<file path="src/rtl/multdiv_unit.sv">
// multdiv_unit: multicycle signed 32-bit multiply / divide.
// Multiply is radix-2 shift-add on operand magnitudes with a final sign fix.
// Divide is restoring division on magnitudes, truncating toward zero.
// Both take exactly 32 iterations. The result and exception flag are
// registered. data_resultRDY pulses for the single cycle spent in DONE.
module multdiv_unit (
  input  logic        clk,
  input  logic        clr,
  input  logic [31:0] data_operandA,
  input  logic [31:0] data_operandB,
  input  logic        ctrl_MULT,
  input  logic        ctrl_DIV,
  output logic [31:0] data_result,
  output logic        data_exception,
  output logic        data_resultRDY
);

  typedef enum logic [1:0] {
    S_IDLE = 2'd0,
    S_BUSY = 2'd1,
    S_DONE = 2'd2
  } state_t;

  state_t      r_state;
  state_t      w_state_next;
  logic [4:0]  r_count;

  // Multiply: running 64-bit product.
  // Divide: {remainder, dividend/quotient shift register}.
  logic [63:0] r_acc;
  // Multiplicand magnitude, shifted left once per iteration.
  logic [63:0] r_mcand;
  // Multiply: multiplier magnitude, shifted right once per iteration.
  // Divide: divisor magnitude, held constant.
  logic [31:0] r_opb;
  logic        r_is_div;
  logic        r_sign_a;
  logic        r_sign_b;
  logic        r_b_zero;
  logic [31:0] r_result;
  logic        r_exception;

  logic        w_start;
  logic        w_start_div;
  logic        w_last;
  logic        w_neg;
  logic [31:0] w_mag_a;
  logic [31:0] w_mag_b;
  logic [63:0] w_mul_acc;
  logic [32:0] w_div_shift;
  logic        w_div_fits;
  logic [31:0] w_div_diff;
  logic [63:0] w_div_acc;
  logic [63:0] w_acc_next;
  logic [63:0] w_prod;
  logic        w_mul_ovf;
  logic [31:0] w_quo;
  logic [31:0] w_quo_signed;
  logic        w_div_ovf;
  logic [31:0] w_fin_result;
  logic        w_fin_exc;

  // Multiply takes priority when both controls are high.
  assign w_start     = ctrl_MULT | ctrl_DIV;
  assign w_start_div = ctrl_DIV & ~ctrl_MULT;
  assign w_last      = (r_state == S_BUSY) && (r_count == 5'd31);
  assign w_neg       = r_sign_a ^ r_sign_b;

  // Magnitudes. 0x80000000 maps onto itself, which is its correct unsigned value.
  assign w_mag_a = data_operandA[31] ? (32'd0 - data_operandA) : data_operandA;
  assign w_mag_b = data_operandB[31] ? (32'd0 - data_operandB) : data_operandB;

  // One shift-add multiply step.
  assign w_mul_acc = r_acc + (r_opb[0] ? r_mcand : 64'd0);

  // One restoring-divide step. The remainder is always below the divisor,
  // so after a successful subtract it fits in 32 bits.
  assign w_div_shift = {r_acc[63:32], r_acc[31]};
  assign w_div_fits  = (w_div_shift >= {1'b0, r_opb});
  assign w_div_diff  = w_div_shift[31:0] - r_opb;
  assign w_div_acc   = w_div_fits ? {w_div_diff, r_acc[30:0], 1'b1}
                                  : {w_div_shift[31:0], r_acc[30:0], 1'b0};

  assign w_acc_next = r_is_div ? w_div_acc : w_mul_acc;

  // Sign fix and overflow detection, applied to the final iteration's output.
  assign w_prod       = w_neg ? (64'd0 - w_mul_acc) : w_mul_acc;
  assign w_mul_ovf    = (w_prod[63:32] != {32{w_prod[31]}});
  assign w_quo        = w_div_acc[31:0];
  assign w_quo_signed = w_neg ? (32'd0 - w_quo) : w_quo;
  // A non-negative quotient of 2^31 is unrepresentable (only -2^31 / -1 gets here).
  assign w_div_ovf    = ~w_neg & w_quo[31];

  // Select the value that will be latched on the edge entering DONE.
  always_comb begin
    w_fin_result = w_prod[31:0];
    w_fin_exc    = w_mul_ovf;
    if (r_is_div) begin
      if (r_b_zero) begin
        w_fin_result = 32'd0;
        w_fin_exc    = 1'b1;
      end else begin
        w_fin_result = w_quo_signed;
        w_fin_exc    = w_div_ovf;
      end
    end
  end

  // Next-state logic: a start edge always restarts, from any state.
  always_comb begin
    w_state_next = r_state;
    if (w_start) begin
      w_state_next = S_BUSY;
    end else begin
      case (r_state)
        S_IDLE:  w_state_next = S_IDLE;
        S_BUSY:  w_state_next = (r_count == 5'd31) ? S_DONE : S_BUSY;
        S_DONE:  w_state_next = S_IDLE;
        default: w_state_next = S_IDLE;
      endcase
    end
  end

  // State register.
  always_ff @(posedge clk or posedge clr) begin
    if (clr) begin
      r_state <= S_IDLE;
    end else begin
      r_state <= w_state_next;
    end
  end

  // Iteration counter: cleared on start, advanced once per BUSY cycle.
  always_ff @(posedge clk or posedge clr) begin
    if (clr) begin
      r_count <= 5'd0;
    end else if (w_start) begin
      r_count <= 5'd0;
    end else if (r_state == S_BUSY) begin
      r_count <= r_count + 5'd1;
    end
  end

  // Datapath: capture operands on start, then one iteration per BUSY cycle.
  always_ff @(posedge clk or posedge clr) begin
    if (clr) begin
      r_acc    <= 64'd0;
      r_mcand  <= 64'd0;
      r_opb    <= 32'd0;
      r_is_div <= 1'b0;
      r_sign_a <= 1'b0;
      r_sign_b <= 1'b0;
      r_b_zero <= 1'b0;
    end else if (w_start) begin
      r_acc    <= w_start_div ? {32'd0, w_mag_a} : 64'd0;
      r_mcand  <= {32'd0, w_mag_a};
      r_opb    <= w_mag_b;
      r_is_div <= w_start_div;
      r_sign_a <= data_operandA[31];
      r_sign_b <= data_operandB[31];
      r_b_zero <= (data_operandB == 32'd0);
    end else if (r_state == S_BUSY) begin
      r_acc   <= w_acc_next;
      r_mcand <= r_mcand << 1;
      if (!r_is_div) begin
        r_opb <= r_opb >> 1;
      end
    end
  end

  // Output registers: load only on the edge that completes iteration 31.
  always_ff @(posedge clk or posedge clr) begin
    if (clr) begin
      r_result    <= 32'd0;
      r_exception <= 1'b0;
    end else if (w_last && !w_start) begin
      r_result    <= w_fin_result;
      r_exception <= w_fin_exc;
    end
  end

  assign data_result    = r_result;
  assign data_exception = r_exception;
  assign data_resultRDY = (r_state == S_DONE);

endmodule

</file>
<file path="config.mk">
export PLATFORM = sky130hd
export DESIGN_NAME = multdiv_unit
export DESIGN_NICKNAME = d
export VERILOG_FILES = /design/src/rtl/multdiv_unit.sv
export SDC_FILE = /design/constraint.sdc
export NUM_CORES = 1
export LEC_CHECK = 0
export BUFFER_PORTS_ARGS = -buffer_cell sky130_fd_sc_hd__buf_2
export CAP_MARGIN = 20
export CORE_MARGIN = 5
export CORE_UTILIZATION = 50
export CTS_CLUSTER_DIAMETER = 200
export DETAILED_ROUTE_END_ITERATION = 16
export PLACE_DENSITY = 0.67
export SLEW_MARGIN = 30
export SYNTH_ARGS = -nofsm -noshare
export SYNTH_HDL_FRONTEND = slang
export SYNTH_SLANG_ARGS = --single-unit
</file>
<file path="constraint.sdc">
create_clock -name clk -period 19.25 [get_ports clk]
set_input_delay 1.925 -clock clk [delete_from_list [all_inputs] [get_ports clk]]
set_output_delay 1.925 -clock clk [all_outputs]
set_load 0.02 [all_outputs]
</file>
After elaboration in Yosys (flattened, before gate mapping)
Index checks and enable logic that the tools add are counted.

storage, ports and cells
  bits of input ports = 68
  output and inout port bits = 34
  word-level logic and storage cells = 60
  bits in registers = 204

operators by class
  equality and inequality tests = 5
  mux-type cells = 24
  magnitude comparators = 1
  reduce and logical (&&, ||, !) cells = 6
  bitwise operators = 6
  add/subtract/negate cells = 7

operators by type and width
  operator                                                                 number
  64-bit two-way mux                                                       8
  32-bit two-way mux                                                       9
  1-bit by 32-bit subtractor with 32-bit output, first input constant      3
  64-bit adder                                                             1
  1-bit by 64-bit subtractor with 64-bit output, first input constant      1
  33-bit by 32-bit >= comparator with 1-bit output                         1
  32-bit logical NOT                                                       1
  32-bit inequality test                                                   1
  32-bit subtractor                                                        1
  5-bit two-way mux                                                        2
  2-bit two-way mux                                                        3
  5-bit by 1-bit adder with 5-bit output, second input constant            1
  5-bit equality test, second input constant                               1
  1-bit AND                                                                2
  2-bit by 1-bit equality test with 1-bit output, second input constant    1
  2-bit equality test, second input constant                               1
  1-bit logical AND                                                        2
  1-bit two-way mux                                                        2
  2-bit by 1-bit inequality test with 1-bit output, second input constant  1
  1-bit inverter                                                           2
  2-bit AND reduction                                                      1
  2-bit nonzero test                                                       1
  1-bit logical NOT                                                        1
  1-bit bitwise OR                                                         1
  1-bit bitwise XOR                                                        1

Logic depth before layout (Yosys ltp)
Gate-level depths: netlist of run 1.

  depth after elaboration = 6
  mapped depth = 26
  depth with buffers taken out = 24

Least setup slack after synthesis of run 1
OpenSTA, ideal clock, no wires.

  kind = reg-to-reg
  start point = register r_opb[0]
  end point = register r_exception (netlist: data_exception)
  period minus slack after synthesis = 5311 ps
  setup slack = 13939 ps
  cell stages (with the launch flop) = 22
  buffers on the path = 3
  required time = 19112 ps
  library setup time = 138 ps
  arrival = 5173 ps
  cell sequence = dfrtp_1 -> clkbuf_1 -> clkbuf_1 -> nand2_1 -> fa_1 -> nor2b_4 -> o211a_4 -> o21a_1 -> o2111a_1 -> buf_6 -> nand3_1 -> a211oi_2 -> nand4_1 -> nor4_1 -> nand3_2 -> nor3_4 -> a41oi_1 -> xnor2_1 -> or4_1 -> nor4b_2 -> a31o_1 -> a31oi_1

on the way
  longest elaborated chain between the ends = 6

ends and longest elaborated chain
  what                                           line  text
  from (decl)                                    35    logic [31:0] r_opb;
  from (signal assigned)                         157   r_opb <= w_mag_b;
  from (signal assigned)                         166   r_opb <= r_opb >> 1;
  64-bit two-way mux (*)                         74    assign w_mul_acc = r_acc + (r_opb[0] ? r_mcand : 64'd0);
  64-bit adder (*)                               74
  1-bit by 64-bit subtractor with 64-bit output  87    assign w_prod = w_neg ? (64'd0 - w_mul_acc) : w_mul_acc;
  64-bit two-way mux (*)                         87
  32-bit inequality test (*)                     88    assign w_mul_ovf = (w_prod[63:32] != {32{w_prod[31]}});
  1-bit two-way mux (*)                          98    if (r_is_div) begin
  to (signal assigned)                           178   r_exception <= w_fin_exc;
  to (decl)                                      41    logic r_exception;

Mark *: on every way between the ends. The rest lies on a longest branch, timed or not.
A chain may end at the register's enable or synchronous reset.

Worst setup path after layout of run 1
Same ends and word-level chain as after synthesis.

==> impl_metrics.ini, run 1 <==
[run_status]
status = finished, final reports clean

[logic_synthesis]
synth-compound-area-share = 0.277
synth_fa_ha_area_frac = 0.0660
synth_most_common_cell = nand2_1
synth_fp_nets = 2825
synth_xor_area_frac = 0.0943
ys.flop_type = dfrtp_1
synth_edf_count = 0
yosysSeqAreaShare = 0.258
yosys.area_share.simple = 0.244
netlist_area_mm2 = 0.0198
yosysTopAreaCellShare = 0.258
synthArstFlopShare = 1.00
synth_top_family_by_area = compound AO/OA/AOI/OAI gates
ys_top_cells_by_area = dfrtp_1, nand2_1, a21oi_1, ha_1, xnor2_1
synth_mux_area_frac = 0.0124
syn-instance-count = 2654
synth_common_cells = nand2_1, a21oi_1, nor2_1
ys_warn_count = 0
ys_ff_latch = 204
avgSynthCellArea_um2 = 7.45
yosysTopAreaCell = dfrtp_1
yosysUniqueCellTypes = 93

[floorplan]
pin_count = 102
initial_core_util = 0.508
die_h_um = 209
row_count = 72
fp.dieW_um = 209
core_mm2 = 0.0389
dieArea_mm2 = 0.0436

[placement]
placed_cell_area_mm2 = 0.0205
place_congestion = 1.03
io_buffers = 101
dp_hpwl_um = 50900

[power]
power_density_mw_per_mm2 = 72.8
seqPwrFrac = 0.322
combPwrFrac = 0.351
ir_drop_mv = 0.0492
p_sw_frac = 0.379
switchingPower_mw = 0.591
p_leak_nw = 9.29
internal-power_mw = 0.968
p_clk_frac = 0.327

[finish]
fin_area_mm2 = 0.0214
final_nets = 2814
syn2layout_area_growth_pct = 8.42
drive_above_1_share = 0.0816
ff_latch_area_mm2 = 0.00511
antenna_cells = 0
multi_input_area_mm2 = 0.0138
nFillCells = 3766

[sta]
timing.setup.tns_ns = 0
fin_crit_sh = 0.350
timing.slew.headroom = 0.319
rsz0062_at_grt = false
fin_crit_ns = 6.73
slew_violations = 0
setup_viol = 0
finalHoldViolCount = 0
max_freq_mhz = 149
worstMarginPinSlew_ns = 1.02
finClkSkew_ns = 0.0193

[routing]
drt.antenna.violating_nets = 0
num_vias = 20000
wirelength_um = 66700
avgRoutedWirePerCell_um = 21.0
drc = 0
drtIter0Drc = 2221
drt_first_pass_iters = 6
vias_per_cell = 6.29

[setup_path]
critical_path_class = reg -> reg
startpoint_type = flop
r2r_setup_slack_ns = 12.52
crit_required_ns = 19.67
arrival_ns = 7.15
reg2reg_from = r_opb[0]
r2r_cells = 21
end_kind = flop
worstReg2RegEnd = data_exception
crit_fanout = 65

[flow_run]
drv_cap = 0

[clock_tree]
path_clk_slew_ns = 0.07
hold_buffers = 0
clock_sinks = 204
cts_made_buffers = 25
clockRootBuffer = clkbuf_16
cts_tree = done
clock_latency_ns = 0.55
post_cts_buffers = 0
htree_levels = 1
cts_resized = 0
clk_path_buf_depth = 3

[min_path]
whs_endpoint = data_result[20]
worstHoldStart = data_result[20]
min_path_type = reg -> reg
hold_depth = 2

[global_routing]
grt.overflow.total = 0
grt_start_max_net_pins = 133
grt_pass1_wl_um = 105000
antenna_found_initial = 2
grtUsageTotal = 0.296
first_global_vias = 18200
[power groups by stage]
stage	clock (mW)	sequential (mW)	combinational, mW
3_3_place_gp	0	0.505	0.523
5_1_grt	0.534	0.504	0.599
6_report	0.509	0.503	0.547
3_5_place_dp	0	0.506	0.531
4_1_cts	0.515	0.499	0.534
2_1_floorplan	0	0.484	0.401
[per-stage QoR]
step                      power [mW]  instances  utilization  setup slack [ns]  hold slack, ns
after floorplan                0.885       2654            -             11.76           0.463
after global placement          1.03       3134        0.528             12.78           0.461
after detailed placement        1.04       3134        0.528             12.57           0.471
after CTS                       1.55       3177        0.551             12.57           0.483
after global routing            1.64       3177        0.551             12.09           0.497
final                           1.56       3177        0.551             12.52           0.473
[registers in the layout, indices dropped and copies added (netlist names)]
register and flops:
r_acc 64, r_mcand 64, data_result 32, r_opb 32, r_count 5, r_state 2
data_exception 1, r_b_zero 1, r_is_div 1, r_sign_a 1, r_sign_b 1
[routing by layer]
metal  vias up  GRT usage  share of wire
li1       9526          -              -
met1      9536      0.497           0.49
met4         2     0.0522          0.013
met3        45     0.0604           0.11
met5         -          0        0.00019
met2       868      0.385           0.38
[cells by family after synthesis]
kind of cell | count (synthesis)
buffers and inverters | 246
DFF | 204
adders and majority gates | 103
and+or+nand+nor | 1012
muxes | 24
AOI/OAI and AO/OA | 853
xor gates and xnor gates | 212
[cell type report]
type	instances	area share
repair buffers	123	0.0315
flip-flops and latches	204	0.238
clock buffers	35	0.0342
clock inverters	8	0.00683
multi-input cells	2204	0.643
well taps	518	0.0302
inverters	85	0.0155
[worst max-delay path, cell delays in order (launching register included)]
cell	delay (ns)
dfrtp_1	0.34
buf_4	0.48
and2_1	0.23
ha_1	0.19
inv_1	0.06
fa_1	0.44
nor2b_4	0.15
o211a_4	0.21
o21a_1	0.20
o2111a_1	0.53
nand3_1	0.21
a211oi_2	0.36
nand4_1	0.36
nor4_1	0.69
nand3_2	0.32
nor3_4	0.39
a41oi_1	0.18
xnor2_1	0.19
or4_1	0.57
nor4b_2	0.23
a31o_1	0.18
a31oi_1	0.08
[cells in the final DEF (no fill, tap or decap), types with 9 or more instances in the layout]
cell type / instances
nand2_1: 377
a21oi_1: 268
nor2_1: 251
dfrtp_1: 203
o21ai_0: 177
xnor2_1: 113
ha_1: 101
buf_2: 101
xor2_1: 96
inv_1: 83
and2_1: 79
a31oi_1: 55
nand3_1: 49
nor3_1: 48
o211ai_1: 44
a21o_1: 38
o31ai_1: 35
a211oi_1: 35
o21a_1: 32
nand4_1: 27
nor4_1: 26
and3_1: 26
clkbuf_16: 25
nand2b_1: 22
buf_4: 21
mux2i_1: 20
or4_1: 17
o221ai_1: 16
a22o_1: 16
o41ai_1: 14
o21bai_1: 14
nor2b_1: 14
a22oi_1: 14
or3_1: 13
and4_1: 12
a311oi_1: 10
or2_2: 9
a41oi_1: 9
[how the worst max path moves through the flow]
stage | slack (ns) | startpoint | to
floorplan | 11.76 | clr | data_exception
global placement | 12.78 | r_opb[0] | data_exception
detailed placement | 12.57 | r_opb[0] | data_exception
CTS | 12.57 | r_opb[0] | data_exception
global route | 12.09 | r_opb[0] | data_exception
finish | 12.52 | r_opb[0] | data_exception
Power figures use the tool's default switching activity.
==> run 2, diff against run 1 <==
--- a/config.mk
+++ b/config.mk
@@ -11,7 +11,7 @@
 export CORE_UTILIZATION = 50
 export CTS_CLUSTER_DIAMETER = 200
 export DETAILED_ROUTE_END_ITERATION = 16
-export PLACE_DENSITY = 0.67
+export PLACE_DENSITY = 0.7
 export SLEW_MARGIN = 30
 export SYNTH_ARGS = -nofsm -noshare
 export SYNTH_HDL_FRONTEND = slang
==> constraint.sdc (replaced) <==
create_clock -name clk -period 5.5 [get_ports clk]
set_input_delay 0.55 -clock clk [delete_from_list [all_inputs] [get_ports clk]]
set_output_delay 0.55 -clock clk [all_outputs]
set_load 0.02 [all_outputs]
==> run 2 against run 1 <==
Via count up 3.3%. Count of clock-buffer cells in the layout down 3. Critical path depth up 1. Register-to-register slack worse by 12 ns. Setup slack worse by 12 ns. Cell count up 3.3%. Clock skew down 0.0023 ns. Global-route usage down 0.13 points. Wire length up 1.3%.
==> impl_metrics.ini, run 2 (synthesized netlist as in run 1, its figures left out) <==
[flow_run]
drv_cap = 0

[routing]
vias_per_cell = 6.29
top_layer_used = met5
wl_met2_um = 26800
drtIter0Drc = 2330
drt_first_pass_iters = 6
wl_met1_um = 31300
dr_wl_met3_um = 8500
drc = 0
num_vias = 20600
wirelength_um = 67600
avgRoutedWirePerCell_um = 20.6
drt.antenna.violating_nets = 0

[power]
power_density_mw_per_mm2 = 256
p_leak_nw = 9.89
internal-power_mw = 3.62
seqPwrFrac = 0.301
combPwrFrac = 0.373
p_sw_frac = 0.372
p_total_mw = 5.76
switchingPower_mw = 2.15
ir_drop_mv = 0.197
p_clk_frac = 0.326

[finish]
final_common_cell = nand2_1
fin_area_mm2 = 0.0225
drive_above_1_share = 0.127
final_nets = 2918
antenna_cells = 0
largestRegisters = r_acc (64), r_mcand (64)
syn2layout_area_growth_pct = 13.9
final_core_util = 0.578
mostFrequentLayoutCells = nand2_1, a21oi_1, nor2_1, dfrtp_1, o21ai_0

[setup_path]
end_kind = flop
path_cells = buf_12 -> and2_1 -> ha_1 -> inv_1 -> fa_2 -> nor2b_4 -> o211a_4 -> o21a_4 -> o2111a_1 -> buf_6 -> o211ai_2 -> a21o_1 -> nand4_1 -> and2_1 -> o311ai_1 -> and4_1 -> a31oi_1 -> xnor2_1 -> or4_1 -> nor4b_2 -> a31o_1 -> a31oi_1
critical-path-max-stage-delay_ns = 0.53
r2r_setup_slack_ns = 0.22
path_delay_family = compound AO/OA/AOI/OAI gates
endpoint = data_exception
path_buf_inv = 3
critical_path_class = reg -> reg
crit_fanout = 32
setup.worst_path.start = r_opb[0]
startpoint_type = flop
path_depth = 22
crit_required_ns = 5.92
worstReg2RegEnd = data_exception
arrival_ns = 5.70
slowest_stage = or4_1
reg2reg_from = r_opb[0]
r2r_cells = 22

[min_path]
min_path_type = in -> async

[sta]
slew_violations = 0
rsz0062_at_grt = true
timing.hold.ws_ns = 0.108
fin_crit_ns = 5.28
setup_viol = 0
setup_slack_ns = 0.220
finalHoldViolCount = 0
worstMarginPinSlew_ns = 1.01
fin_crit_sh = 0.960
finClkSkew_ns = 0.0170
max_freq_mhz = 189
timing.slew.headroom = 0.320

[global_routing]
grt_start_max_net_pins = 140
first_global_vias = 18500
grt_pass1_wl_um = 105000
grtUsageTotal = 0.295
antenna_found_initial = 2
grt.overflow.total = 0

[floorplan]
fp.dieW_um = 209
pin_count = 102
row_count = 72
initial_core_util = 0.508
dieArea_mm2 = 0.0436
die_h_um = 209
core_mm2 = 0.0389

[clock_tree]
path_clk_slew_ns = 0.07
cts_tree = done
cts_made_buffers = 24
htree_levels = 1
hold_buffers = 0
clock_latency_ns = 0.55
clk_path_buf_depth = 3
clockRootBuffer = clkbuf_16
clock_sinks = 204

[placement]
io_buffers = 101
dp_slack_ns = -0.00689
place_congestion = 1.00
dp_hpwl_um = 51900
placed_cell_area_mm2 = 0.0213

[run_status]
status = finished, final reports clean
==> run 2: cell count changes in the layout (fill, tap and decap cells not counted), sizes merged <==
cell / previous run / this run
buf: 123 / 228
clkbuf: 35 / 32
bufinv: 4 / 7
clkinv: 5 / 4
==> run 2: worst min-delay path by stage <==
| stage | start | end | slack, ns | cells after the start |
|---|---|---|---|---|
| global placement | data_result[22] | data_result[22] | 0.46 | 2 |
| floorplan | r_b_zero | r_b_zero | 0.46 | 2 |
| CTS | clr | r_acc[14] | 0.11 | 2 |
| finish | clr | r_acc[14] | 0.11 | 2 |
| global route | clr | r_mcand[6] | 0.15 | 2 |
| detailed placement | data_result[5] | data_result[5] | 0.47 | 2 |
==> run 2: repair_timing <==
action	4_1_cts	5_1_grt
gates resized for setup	2	39
pin swaps	0	17
endpoints found under the setup margin	1	5
setup buffers	0	8
endpoints found under the hold margin	0	0
==> run 2: power groups by stage <==
stage	combinational, mW	sequential, mW	clock, mW
6_report	2.15	1.74	1.88
3_3_place_gp	1.98	1.75	0
4_1_cts	2.03	1.72	1.90
2_1_floorplan	1.40	1.69	0
3_5_place_dp	2.01	1.75	0
5_1_grt	2.33	1.74	1.96
==> run 2: layout make-up <==
class,instances,area [um^2]
Tap cell,518,648
Clock inverter,10,225
Multi-Input combinational cell,2204,14000
Clock buffer,32,692
Sequential cell,204,5110
Timing Repair Buffer,228,1520
Inverter,85,323
Fill cell,3712,16400
==> run 2: per-layer routing <==
metal / GRT usage / vias to the layer above
met1: 0.463 / 9820
li1: - / 9765
met5: 0 / -
met2: 0.408 / 983
met4: 0.0446 / 2
met3: 0.0834 / 60
==> run 2: stage by stage <==
step	instances	TNS, ns
floorplan	2654	0
global placement	3230	0
detailed placement	3231	-0.00689
CTS	3273	0
global route	3281	-0.0423
finish	3281	0
